## config.mk

```make
export PLATFORM = sky130hd
export DESIGN_NAME = sram_ctrl
export DESIGN_NICKNAME = d
export VERILOG_FILES = /design/src/rtl/sram_ctrl.sv
export SDC_FILE = /design/constraint.sdc
export NUM_CORES = 1
export LEC_CHECK = 0
export CELL_PAD_IN_SITES_DETAIL_PLACEMENT = 0
export CELL_PAD_IN_SITES_GLOBAL_PLACEMENT = 1
export CORE_UTILIZATION = 30
export CTS_CLUSTER_DIAMETER = 120
export CTS_CLUSTER_SIZE = 28
export DETAILED_ROUTE_END_ITERATION = 8
export PLACE_DENSITY_LB_ADDON = 0.1
export SYNTH_ARGS = -nofsm -noshare
export SYNTH_HDL_FRONTEND = slang
export SYNTH_SLANG_ARGS = --single-unit
```

## constraint.sdc

```tcl
create_clock -name clk -period 1.9 [get_ports clk]
set_clock_uncertainty 0.05 [all_clocks]
set_input_delay 0.475 -clock clk [delete_from_list [all_inputs] [get_ports clk]]
set_output_delay 0.475 -clock clk [all_outputs]
set_load 0.005 [all_outputs]
```

## src/rtl/sram_ctrl.sv

```systemverilog
// Valid/ready front end for an async-strobe SRAM macro.
// Registered CS/WE/OE strobes, split data bus, one-cycle read response.
module sram_ctrl #(
  parameter int DATA_WIDTH  = 16,
  parameter int ADDR_WIDTH  = 11,
  parameter int WAIT_STATES = 0
) (
  input  logic                  clk,
  input  logic                  rst,
  input  logic                  req_valid,
  output logic                  req_ready,
  input  logic                  req_we,
  input  logic [ADDR_WIDTH-1:0] req_addr,
  input  logic [DATA_WIDTH-1:0] req_wdata,
  output logic                  rsp_valid,
  output logic [DATA_WIDTH-1:0] rsp_rdata,
  output logic                  sram_cs_b,
  output logic                  sram_we_b,
  output logic                  sram_oe_b,
  output logic [ADDR_WIDTH-1:0] sram_addr,
  output logic [DATA_WIDTH-1:0] sram_wdata,
  output logic                  sram_data_oe,
  input  logic [DATA_WIDTH-1:0] sram_rdata
);

  localparam logic [1:0] IDLE = 2'd0;
  localparam logic [1:0] WR   = 2'd1;
  localparam logic [1:0] RD   = 2'd2;
  localparam logic [1:0] TURN = 2'd3;

  logic [1:0] state;
  logic [3:0] cnt;
  logic       rd_last;

  assign req_ready = (state == IDLE);

  always_ff @(posedge clk or posedge rst) begin
    if (rst) begin
      state        <= IDLE;
      cnt          <= '0;
      rd_last      <= 1'b0;
      sram_cs_b    <= 1'b1;
      sram_we_b    <= 1'b1;
      sram_oe_b    <= 1'b1;
      sram_data_oe <= 1'b0;
      sram_addr    <= '0;
      sram_wdata   <= '0;
      rsp_valid    <= 1'b0;
      rsp_rdata    <= '0;
    end else begin
      case (state)
        IDLE: begin
          if (req_valid) begin
            cnt       <= 4'(WAIT_STATES);
            rd_last   <= 1'b0;
            sram_addr <= req_addr;
            sram_cs_b <= 1'b0;
            if (req_we) begin
              state        <= WR;
              sram_wdata   <= req_wdata;
              sram_we_b    <= 1'b0;
              sram_data_oe <= 1'b1;
            end else begin
              state     <= RD;
              sram_oe_b <= 1'b0;
            end
          end
        end
        WR: begin
          if (cnt == 4'd0) begin
            state        <= IDLE;
            sram_cs_b    <= 1'b1;
            sram_we_b    <= 1'b1;
            sram_data_oe <= 1'b0;
          end else begin
            cnt <= cnt - 4'd1;
          end
        end
        RD: begin
          // extra cycle after cnt hits 0: SRAM output settles one edge late
          if (rd_last) begin
            state     <= TURN;
            rsp_rdata <= sram_rdata;
            rsp_valid <= 1'b1;
            sram_cs_b <= 1'b1;
            sram_oe_b <= 1'b1;
          end else if (cnt == 4'd0) begin
            rd_last <= 1'b1;
          end else begin
            cnt <= cnt - 4'd1;
          end
        end
        TURN: begin
          rsp_valid <= 1'b0;
          state     <= IDLE;
        end
        default: state <= IDLE;
      endcase
    end
  end

endmodule

```

==> impl_metrics.json <==
{
  "status": "complete, no violations",
  "p_leak_nw": 1.675,
  "gp_congestion": 0.7296,
  "timing.fmax_ghz": 0.5365,
  "cts_root_buffer": "clkbuf_8",
  "synth_edf_count": 0,
  "clockBufferDepth": 2,
  "drt_iter0_drc": 48,
  "yosys.area_share.simple_pct": 5.668,
  "ant_nets": 0,
  "routed_wl_um": 5396,
  "startpoint_type": "flop",
  "grt_pass1_wl_um": 8921,
  "grt_usage_pct": 13.46,
  "maxCapViolCount": 0,
  "dp_hpwl_um": 3972,
  "dp.cells": 378,
  "setup_tns_ns": 0,
  "slew_headroom_pct": 74.08,
  "firstDrtPassIters": 4,
  "worst_pin_slew_ns": 0.3837,
  "routedWlPerCell_um": 13.77,
  "fin_nets": 344,
  "grt.overflow.total": 0,
  "syn-num-nets": 221,
  "use_met1_pct": 16.80,
  "core_area_um2": 7727,
  "ir_drop_mv": 0.6021,
  "hold_viol_final": 0,
  "holdCritPathClass": "in2async",
  "syn_avg_cell_area_um2": 14.49,
  "ys_ff_latch": 55,
  "setup_viol": 0,
  "syn_inst": 166,
  "num_rows": 32,
  "drive_gt1_share_pct": 34.83,
  "cts_sinks": 55,
  "syn_to_final_growth_pct": 60.48,
  "fin_cells": 392,
  "final_common_cell": "clkdlybuf4s50_1",
  "layout_common_cells": "clkdlybuf4s50_1 (91), dfrtp_1 (52), mux2_2 (46)",
  "fin_crit_sh_pct": 98.10,
  "syn_area_um2": 2406,
  "htreeDepth": 2,
  "yosys.area_share.adder_pct": 4.160,
  "p_total_mw": 5.970,
  "async_reset_ff_share_pct": 100.0,
  "initial_utilization_pct": 31.14,
  "cp.required_ns": 2.05,
  "insertion_delay_ns": 0.30,
  "worstSetupPathType": "reg2reg",
  "drv_slew": 0,
  "synth.distinct_cells": 36,
  "use_met3_pct": 6.449,
  "endpoint_kind": "flop",
  "cts-hold-fix-buffers": 0,
  "antenna_found_initial": 0,
  "dr_total_vias": 1754,
  "die_w_um": 91.56,
  "fillers": 704,
  "die_y_um": 91.56,
  "min_period_ns": 1.864,
  "path_max_fanout": 3,
  "busiest_layer": "met2",
  "synth_top_family_by_area": "multiplexers",
  "synth_warnings": 0,
  "cts_tree": "done",
  "grt_start_max_net_pins": 20,
  "grtUsageMet2_pct": 21.30,
  "diodes": 0,
  "cts_buffers": 5,
  "grt_pass1_vias": 1860,
  "clkTransAtPathRegs_ns": 0.10,
  "via_per_inst": 4.474,
  "seq_area_frac_synth_pct": 57.36,
  "rsz0062_at_grt": "true",
  "synth_flop_cell": "dfrtp_1",
  "port_buffers": 95,
  "critPathArrivalTime_ns": 2.01,
  "design.die.area_um2": 8382,
  "power.density_nw_per_um2": 1546,
  "synth_compound_area_share_pct": 7.228,
  "synth_mux_area_share_pct": 22.41,
  "io_pins": 96,
  "drcViolationCount": 0,
  "synth-xor-area-share_pct": 0
}
==> stage by stage <==
stage | area [um2] | hold WS (ns) | utilization [%] | worst slack, ns
2_1_floorplan | 2406 | 0.4071 | - | 0.02108
3_3_place_gp | 3650 | 0.4094 | 47.23 | -0.05477
3_5_place_dp | 3650 | 0.4181 | 47.23 | -0.1027
4_1_cts | 3829 | 0.3829 | 49.55 | 0.004112
5_1_grt | 3861 | 0.3966 | 49.97 | -0.02158
6_report | 3861 | 0.3753 | 49.97 | 0.03611
==> path summary, 6_finish.rpt <==
kind / startpoint / endpoint / slack [ns] / cells after the start
worst max register to register: cnt[1]$_DFFE_PP0P_ / state[0]$_DFFE_PP0P_ / 0.04 / 5
max in group asynchronous: rst / sram_we_b$_DFFE_PP1P_ / 0.94 / 3
min in group clk: sram_addr[9]$_DFFE_PP0P_ / sram_addr[9]$_DFFE_PP0P_ / 0.46 / 1
worst min register to register: sram_addr[9]$_DFFE_PP0P_ / sram_addr[9]$_DFFE_PP0P_ / 0.46 / 1
worst max-delay path: cnt[1]$_DFFE_PP0P_ / state[0]$_DFFE_PP0P_ / 0.04 / 5
worst min-delay path: rst / sram_addr[8]$_DFFE_PP0P_ / 0.38 / 2
==> state kept, by name (all words and copies together) (netlist names) <==
signal and flops:
state 2, sram_oe_b 1, rsp_rdata 16, sram_cs_b 1, rd_last 1, sram_wdata 16
cnt 4, rsp_valid 1, sram_we_b 1, sram_addr 11, sram_data_oe 1
==> synth_stat cells, drive strengths merged, types with 2 or more instances <==
library cell / n / area [um2]
inv: 9 / 33.78
a2111oi: 2 / 42.54
mux2: 47 / 529.3
o21ai: 2 / 10.01
nor2: 3 / 11.26
dfrtp: 52 / 1301
o31ai: 2 / 15.01
dfstp: 3 / 78.83
buf: 6 / 42.54
ha: 8 / 100.1
nor2b: 3 / 26.27
nand2: 6 / 22.52
a21oi: 2 / 10.01
o41ai: 3 / 26.28
==> final cells by class <==
type                            instances  area, um2  share of cell area [%]
Clock buffer                            6      82.58                   2.139
Clock inverter                          2      38.79                   1.005
Tap cell                              102      127.6                   3.305
Sequential cell                        55       1380                   35.74
Multi-Input combinational cell         96      988.4                   25.60
Timing Repair Buffer                  122       1210                   31.34
Inverter                                9      33.78                  0.8749
==> what timing repair did <==
action / CTS / global route
setup buffers: 4 / 2
endpoints found under the hold margin: 0 / 0
setup endpoints to repair: 6 / 24
gates resized for setup: 9 / 7
pin swaps: 1 / 2
==> per-layer routing <==
layer / share of wire [%] / wire length (um)
met1: 44 / 2381
met4: 0.33 / 18
met5: 0 / 0
met3: 9.8 / 529
met2: 46 / 2466
==> power by group <==
group          total (mW)  switching (mW)  internal (mW)
Combinational        3.11            1.06           2.05
Clock               0.833           0.398          0.434
Sequential           2.03           0.276           1.75
Total                5.97            1.73           4.24
==> critical path: stages, from the launching register on <==
cell      delay [ns]
dfrtp_1         0.39
inv_1           0.08
ha_2            0.19
or3b_4          0.42
a211oi_4        0.26
mux2_2          0.36
==> logic make-up after synthesis <==
| group | count (synthesis) |
|---|---|
| buffers and inverters | 15 |
| adder cells (fa/ha/maj) | 8 |
| AND/OR/NAND/NOR | 21 |
| AO/OA/AOI/OAI | 19 |
| flip-flops | 55 |
| multiplexers | 48 |
No activity file was read; power rests on OpenSTA's default activity.
